$ cat config.mk
export PLATFORM = sky130hd
export DESIGN_NAME = banked_memory
export DESIGN_NICKNAME = d
export VERILOG_FILES = /design/src/rtl/banked_memory_pkg.sv /design/src/rtl/banked_memory_mem_bank.sv /design/src/rtl/banked_memory.sv
export SDC_FILE = /design/constraint.sdc
export NUM_CORES = 2
export LEC_CHECK = 0
export CAP_MARGIN = 20
export CORE_MARGIN = 2
export CORE_UTILIZATION = 63
export DETAILED_ROUTE_END_ITERATION = 10
export PLACE_DENSITY_LB_ADDON = 0.2
export SLEW_MARGIN = 10
export SYNTH_ARGS = -nofsm -noshare
export SYNTH_HDL_FRONTEND = slang
export SYNTH_SLANG_ARGS = --single-unit
$ cat constraint.sdc
create_clock -name clk -period 4.5 [get_ports clk]
set_input_delay 0.9 -clock clk [delete_from_list [all_inputs] [get_ports clk]]
set_output_delay 0.9 -clock clk [all_outputs]
set_load 0.1 [all_outputs]
$ cat src/rtl/banked_memory_pkg.sv
// Shared constants and types for the banked scratchpad memory.
// Holds the load/store control encoding, size codes and FSM states.
package banked_memory_pkg;

    localparam int REGISTER_WIDTH = 32;
    localparam int BYTE_W = 8;

    localparam logic [1:0] SZ_BYTE = 2'b00;
    localparam logic [1:0] SZ_HALF = 2'b01;

    // b_ctrl = {is_unsign, size[1:0]}; size[1] set means full word
    typedef struct packed {
        logic       is_unsign;
        logic [1:0] size;
    } b_ctrl_t;

    typedef enum logic {
        ST_INIT,
        ST_RUN
    } mem_state_e;

    function automatic int unsigned access_bytes(
        input logic [1:0]  size,
        input int unsigned lanes
    );
        if (size[1])
            return lanes;
        else if (size == SZ_BYTE)
            return 1;
        else
            return 2;
    endfunction

endpackage

$ cat src/rtl/banked_memory_mem_bank.sv
// One byte-wide lane of storage: read port plus read/write port.
// Ports: clk, rst_n, r_* (read port), rw_* (read/write port); 1-cycle reads.
module mem_bank #(
    parameter int DEPTH = 64,
    parameter int AW    = $clog2(DEPTH)
) (
    input  logic          clk,
    input  logic          rst_n,
    input  logic          r_en,
    input  logic [AW-1:0] r_addr,
    output logic [7:0]    r_data,
    input  logic          rw_en,
    input  logic          rw_we,
    input  logic [AW-1:0] rw_addr,
    input  logic [7:0]    rw_wdata,
    output logic [7:0]    rw_rdata
);

    logic [7:0] mem [DEPTH];

    always_ff @(posedge clk) begin
        if (rw_en && rw_we)
            mem[rw_addr] <= rw_wdata;
    end

    // Read registers only move on an enabled read, so data holds
    // between responses. Reads see pre-write contents (read-first).
    always_ff @(posedge clk or negedge rst_n) begin
        if (!rst_n) begin
            r_data   <= '0;
            rw_rdata <= '0;
        end else begin
            if (r_en)
                r_data <= mem[r_addr];
            if (rw_en && !rw_we)
                rw_rdata <= mem[rw_addr];
        end
    end

endmodule

$ cat src/rtl/banked_memory.sv
// Byte-banked memory: port A word fetch, port B load/store with
// misaligned single-cycle spans. Clears itself after reset (init_busy).
module banked_memory
    import banked_memory_pkg::*;
#(
    parameter int DATA_W           = REGISTER_WIDTH,
    parameter int ADDR_W           = 32,
    parameter int DEPTH_WORDS      = 64,
    parameter int ALLOW_MISALIGNED = 1
) (
    input  logic              clk,
    input  logic              rst_n,
    input  logic              a_req,
    input  logic [ADDR_W-1:0] a_addr,
    output logic [DATA_W-1:0] a_rdata,
    output logic              a_valid,
    output logic              a_error,
    input  logic              b_req,
    input  logic              b_we,
    input  logic [2:0]        b_ctrl,
    input  logic [ADDR_W-1:0] b_addr,
    input  logic [DATA_W-1:0] b_wdata,
    output logic [DATA_W-1:0] b_rdata,
    output logic              b_done,
    output logic              b_error,
    output logic              init_busy
);

    localparam int LANES  = DATA_W / BYTE_W;
    localparam int LANE_W = $clog2(LANES);
    localparam int IDX_W  = $clog2(DEPTH_WORDS);
    localparam int WIDX_W = ADDR_W - LANE_W;

    mem_state_e       state;
    logic [IDX_W-1:0] clr_cnt;

    logic              a_zero;
    logic              l_zero;
    logic [LANE_W-1:0] l_off;
    b_ctrl_t           l_ctrl;

    logic a_acc;
    logic b_acc;
    logic run;

    assign run   = (state == ST_RUN);
    assign a_acc = a_req && run;
    assign b_acc = b_req && run;

    // Port A decode
    logic [WIDX_W-1:0] a_widx;
    logic              a_oor;
    logic              unused_a_lo;

    assign a_widx      = a_addr[ADDR_W-1:LANE_W];
    assign a_oor       = a_widx >= WIDX_W'(DEPTH_WORDS);
    assign unused_a_lo = &{1'b0, a_addr[LANE_W-1:0]};

    // Port B decode
    b_ctrl_t           ctrl;
    logic [LANE_W-1:0] b_off;
    logic [WIDX_W-1:0] b_w;
    logic [LANE_W:0]   b_nb;
    logic              b_span;
    logic              b_oor;
    logic              b_mis;
    logic              b_err;

    assign ctrl  = b_ctrl_t'(b_ctrl);
    assign b_off = b_addr[LANE_W-1:0];
    assign b_w   = b_addr[ADDR_W-1:LANE_W];
    assign b_nb  = (LANE_W+1)'(access_bytes(ctrl.size, LANES));

    // Access runs into word w+1 when it crosses the lane boundary
    assign b_span = ({1'b0, b_off} + b_nb) > (LANE_W+1)'(LANES);
    assign b_oor  = (b_w >= WIDX_W'(DEPTH_WORDS))
                 || (b_span && (b_w >= WIDX_W'(DEPTH_WORDS - 1)));
    assign b_mis  = (ALLOW_MISALIGNED == 0)
                 && (((ctrl.size == SZ_HALF) && b_addr[0])
                  || (ctrl.size[1] && (b_off != '0)));
    assign b_err  = b_oor || b_mis;

    // Per-lane address, enable and store byte
    logic [LANES-1:0]            lane_on;
    logic [LANES-1:0][IDX_W-1:0] lane_idx;
    logic [LANES-1:0][7:0]       lane_wd;

    always_comb begin
        logic [LANE_W-1:0] rel;
        rel      = '0;
        lane_on  = '0;
        lane_idx = '0;
        lane_wd  = '0;
        for (int i = 0; i < LANES; i++) begin
            // rel = byte position of lane i within the access
            rel         = LANE_W'(i) - b_off;
            lane_on[i]  = {1'b0, rel} < b_nb;
            lane_idx[i] = b_w[IDX_W-1:0]
                        + IDX_W'(LANE_W'(i) < b_off);
            lane_wd[i]  = b_wdata[{rel, 3'b000} +: 8];
        end
    end

    // Bank port B: owned by the clear sequencer during INIT
    logic [LANES-1:0]            bk_en;
    logic [LANES-1:0]            bk_we;
    logic [LANES-1:0][IDX_W-1:0] bk_addr;
    logic [LANES-1:0][7:0]       bk_wd;
    logic [LANES-1:0][7:0]       a_q;
    logic [LANES-1:0][7:0]       b_q;

    always_comb begin
        bk_en   = '0;
        bk_we   = '0;
        bk_addr = '0;
        bk_wd   = '0;
        for (int i = 0; i < LANES; i++) begin
            if (!run) begin
                bk_en[i]   = 1'b1;
                bk_we[i]   = 1'b1;
                bk_addr[i] = clr_cnt;
            end else begin
                bk_en[i]   = b_acc
                           && (!b_we || (lane_on[i] && !b_err));
                bk_we[i]   = b_we;
                bk_addr[i] = lane_idx[i];
                bk_wd[i]   = lane_wd[i];
            end
        end
    end

    for (genvar g = 0; g < LANES; g++) begin : g_bank
        mem_bank #(
            .DEPTH (DEPTH_WORDS),
            .AW    (IDX_W)
        ) u_bank (
            .clk      (clk),
            .rst_n    (rst_n),
            .r_en     (a_acc),
            .r_addr   (a_widx[IDX_W-1:0]),
            .r_data   (a_q[g]),
            .rw_en    (bk_en[g]),
            .rw_we    (bk_we[g]),
            .rw_addr  (bk_addr[g]),
            .rw_wdata (bk_wd[g]),
            .rw_rdata (b_q[g])
        );
    end

    // Control FSM and response registers
    always_ff @(posedge clk or negedge rst_n) begin
        if (!rst_n) begin
            state     <= ST_INIT;
            clr_cnt   <= '0;
            init_busy <= 1'b1;
            a_valid   <= 1'b0;
            a_error   <= 1'b0;
            a_zero    <= 1'b0;
            b_done    <= 1'b0;
            b_error   <= 1'b0;
            l_zero    <= 1'b0;
            l_off     <= '0;
            l_ctrl    <= '0;
        end else begin
            a_valid <= a_acc;
            a_error <= a_acc && a_oor;
            b_done  <= b_acc;
            b_error <= b_acc && b_err;
            if (a_acc)
                a_zero <= a_oor;
            if (b_acc && !b_we) begin
                l_zero <= b_err;
                l_off  <= b_off;
                l_ctrl <= ctrl;
            end
            unique case (state)
                ST_INIT: begin
                    clr_cnt <= clr_cnt + 1'b1;
                    if (clr_cnt == IDX_W'(DEPTH_WORDS - 1)) begin
                        state     <= ST_RUN;
                        init_busy <= 1'b0;
                    end
                end
                ST_RUN: begin
                    state <= ST_RUN;
                end
                default: begin
                    state <= ST_INIT;
                end
            endcase
        end
    end

    assign a_rdata = a_zero ? '0 : a_q;

    // Rotate so the addressed byte lands in [7:0], then extend
    logic [DATA_W-1:0] rot;

    always_comb begin
        rot = '0;
        for (int k = 0; k < LANES; k++)
            rot[k*8 +: 8] = b_q[LANE_W'(l_off + LANE_W'(k))];
    end

    always_comb begin
        b_rdata = rot;
        if (l_zero)
            b_rdata = '0;
        else if (l_ctrl.size[1])
            b_rdata = rot;
        else if (l_ctrl.size == SZ_HALF)
            b_rdata = {{(DATA_W-16){!l_ctrl.is_unsign && rot[15]}},
                       rot[15:0]};
        else
            b_rdata = {{(DATA_W-8){!l_ctrl.is_unsign && rot[7]}},
                       rot[7:0]};
    end

endmodule

==> metrics.txt <==
run status=finished with violations; violations in the final reports=design-rule violations; synthesized instance count=6639; hold_buf cts=0; row count=146; Synth top area share=0.6134; Lkg Pwr=38.67 nW; Die ar.=162300 sq um; maximum number of pins on one net before global-route repair=86; most area-hungry cell type in the Yosys netlist=edfxtp_1; sequential element share of the synthesized area=0.6341; Final Cell Area=120200 sq um; FFs w/ async S/R, synth=0.03895; clock network power share=0.443; reg-to-reg startpoint=run; Crit Path Class=flop to output pin; gpl congestion=0.9957; Hold Vio Cnt, Final=0; maximum cell stage delay along the critical path=0.75 ns; detailed-router iteration count before antenna repair=11; met2 routing resource usage after global routing=0.6197; worst setup skew after layout=0.04756 ns; measured slew at the worst slew-check pin=1.201 ns; share of post-route cells with drive strength above 1=0.2934; worst ir drop on vdd=0.0003183 V; combinational cell fraction of total power=0.028; largest cells by area after synthesis=edfxtp_1 61%, mux4_2 16%, nand2_1 3.6%, a21oi_1 2.6%, mux2i_1 2.1%; CP max FO=17; synthesized netlist net count=6760; final routed wirelength across all metal layers=340700 um; Crit. Startpoint=l_off[1]; commonest cells in the synthesized netlist=2048 x edfxtp_1, 968 x nand2_1, 703 x mux4_2, 527 x a21oi_1, 378 x nor2_1; I/O Pins=173; crit path capture type=output pin; number of antenna violations at the first check in global routing=28; DRC violation count after routing=2; data required time at the worst endpoint=3.60 ns; clock slew at reported path FFs=0.06 ns; CP startpoint kind=flop; Net Sw Power=8.412 mW; sequential cell fraction of total power=0.529; post-layout worst setup margin=0.008583 ns; total half-perimeter wirelength after legalization and detailed placement=229300 um; worst reg2reg path depth=9; Placed Area=113000 sq um; Slowest-stage cell, CP=a21oi_1; number of register bits inferred by synthesis=2131; most frequent cell after synthesis=edfxtp_1; setup violation total in the final timing report=0; crit-path cells=buf_4 > mux2i_1 > a21oi_1 > a21oi_1 > nor2_1 > o21bai_2 > a21oi_1 > buf_12; number of CTS-inserted buffers=210; via count=72864; met3 GRT Util=0.1490; combined area of all synthesized cells=100300 sq um; clock sink count=2131; total grt overflow=0; die width=402.9 um; pins over their slew limit=0; relative slew slack=0.1993; met1 GRT Util=0.5590; dpl cells=9424; per-cell routed wire length=34.63 um; cell at the root of the clock tree=clkbuf_16; final net count=7692; vias in the first global route=71389; cell mode on critical path=a21oi_1; switching power as a share of total power=0.2079; number of standard cells in the final layout excluding fillers=9837; top_reg_cell synth=edfxtp_1; Die Ht=402.9 um; buffer count from post-CTS setup fixing=0; number of vias per cell after detailed routing=7.407; PnR Total Power=40.46 mW; H-tree depth=4; highest clock rate=222.6 MHz; Hold Worst Slack=0.1265 ns; setup TNS=0 ns; Period Utilization, post-route=0.9981; average instance area after synthesis=15.10 sq um; total of warnings raised by yosys=0; ratio of total power to cell area=336.7 nW/um^2; first-pass GRT wire length=490900 um; area of the core region=158200 sq um; initial detailed-routing violation count=13001; Post-synth EDFFs=2048; setup repair after global routing missed its margin=no; type of the most critical hold path=input pin to async pin; cell-internal power=32.04 mW; Clk Latency, worst-skew pair=0.90 ns; TritonCTS clock tree=built; layer with the highest usage=met2; growth of design area from synthesis to finish=19.85%; endpoint arrival time on the critical path=3.59 ns; minimum clock period=4.491 ns; # port buffers=170; initial standard-cell utilization of the core=0.6338; count of distinct cell types in the synthesized netlist=88; pre-CTS setup slack=-0.5518 ns; core utilization of the finished layout=0.7596; total routing usage reported by global routing=0.4210; number of max-cap violations=0; antenna-violating nets left=0; maximum count of clock buffers along a single path=3
==> flip-flops by register name (all words and copies together) (netlist names) <==
signal,cells
a_error,1
b_done,1
clr_cnt,6
g_bank.u_bank.rw_rdata,32
l_ctrl,3
l_off,2
a_zero,1
b_error,1
init_busy,1
a_valid,1
g_bank.u_bank.r_data,32
l_zero,1
g_bank.u_bank.mem,2048
run,1
==> cells by family after synthesis <==
family          after synthesis  synth area share
xor+xnor                     12          0.001722
flops                      2131            0.6341
buf+inv                     523           0.02158
mux                         926            0.1805
compound gates             1338           0.08779
fa+ha+maj                    17          0.002196
simple gates               1692           0.07209
==> layout make-up <==
cell class	count	area, sq um
Sequential cell	2131	63580
Fill cell	9081	38040
Multi-Input combinational cell	3985	35030
Timing Repair Buffer	1214	11840
Clock buffer	275	5670
Tap cell	2072	2592
Clock inverter	119	1311
Inverter	29	108.9
Antenna cell	12	30.03
==> layout by cell type, fill, tap and decap left out, types with 28 or more instances in the layout <==
cell,n
a21oi_1,521
a221oi_1,70
a222oi_1,77
a22o_1,49
a22oi_1,232
a31oi_1,40
and2_2,28
buf_12,189
buf_4,900
clkbuf_1,49
clkbuf_16,211
clkdlybuf4s50_1,115
clkinv_1,28
clkinv_2,39
dfrtp_1,79
edfxtp_1,2048
inv_1,29
mux2i_1,209
mux4_2,703
nand2_1,964
nand3_1,48
nor2_1,331
nor2_2,47
nor2b_1,45
nor4_1,115
o21ai_0,103
o22ai_1,103
==> repair_timing <==
item / in CTS / in global routing
pin swaps: 0 / 0
resized for setup: 0 / 3
endpoints found under the setup margin: 4 / 16
==> layer usage <==
layer | wire length (um) | share of wire
met1 | 110800 | 0.33
met2 | 150800 | 0.44
met3 | 57500 | 0.17
met4 | 21350 | 0.063
met5 | 189 | 0.00055
==> worst paths after layout <==
path | to | slack [ns]
setup / recovery | b_rdata[29] | 0.009
hold / removal | g_bank[0].u_bank.r_data[6] | 0.13
setup reg to reg | g_bank[0].u_bank.mem[32][7] | 0.56
hold reg to reg | init_busy | 0.47
max in group asynchronous | l_off[1] | 3.36
min in group clk | init_busy | 0.47
==> worst max-delay path, delay by kind of cell (launching register included) <==
family | cells | cell delay (ns)
compound gates | 4 | 1.38
buf+inv | 2 | 0.57
flops | 1 | 0.48
mux | 1 | 0.14
simple gates | 1 | 0.13
==> power by group through the flow <==
stage               sequential, mW  combinational (mW)  clock, mW
floorplan                     21.8               0.645          0
global placement              21.8                1.11          0
detailed placement            21.8                1.13          0
CTS                           21.4                1.13       17.9
global route                  21.4                1.19       18.6
finish                        21.4                1.15       17.9
Note: power is estimated with default switching activity, not from simulation.
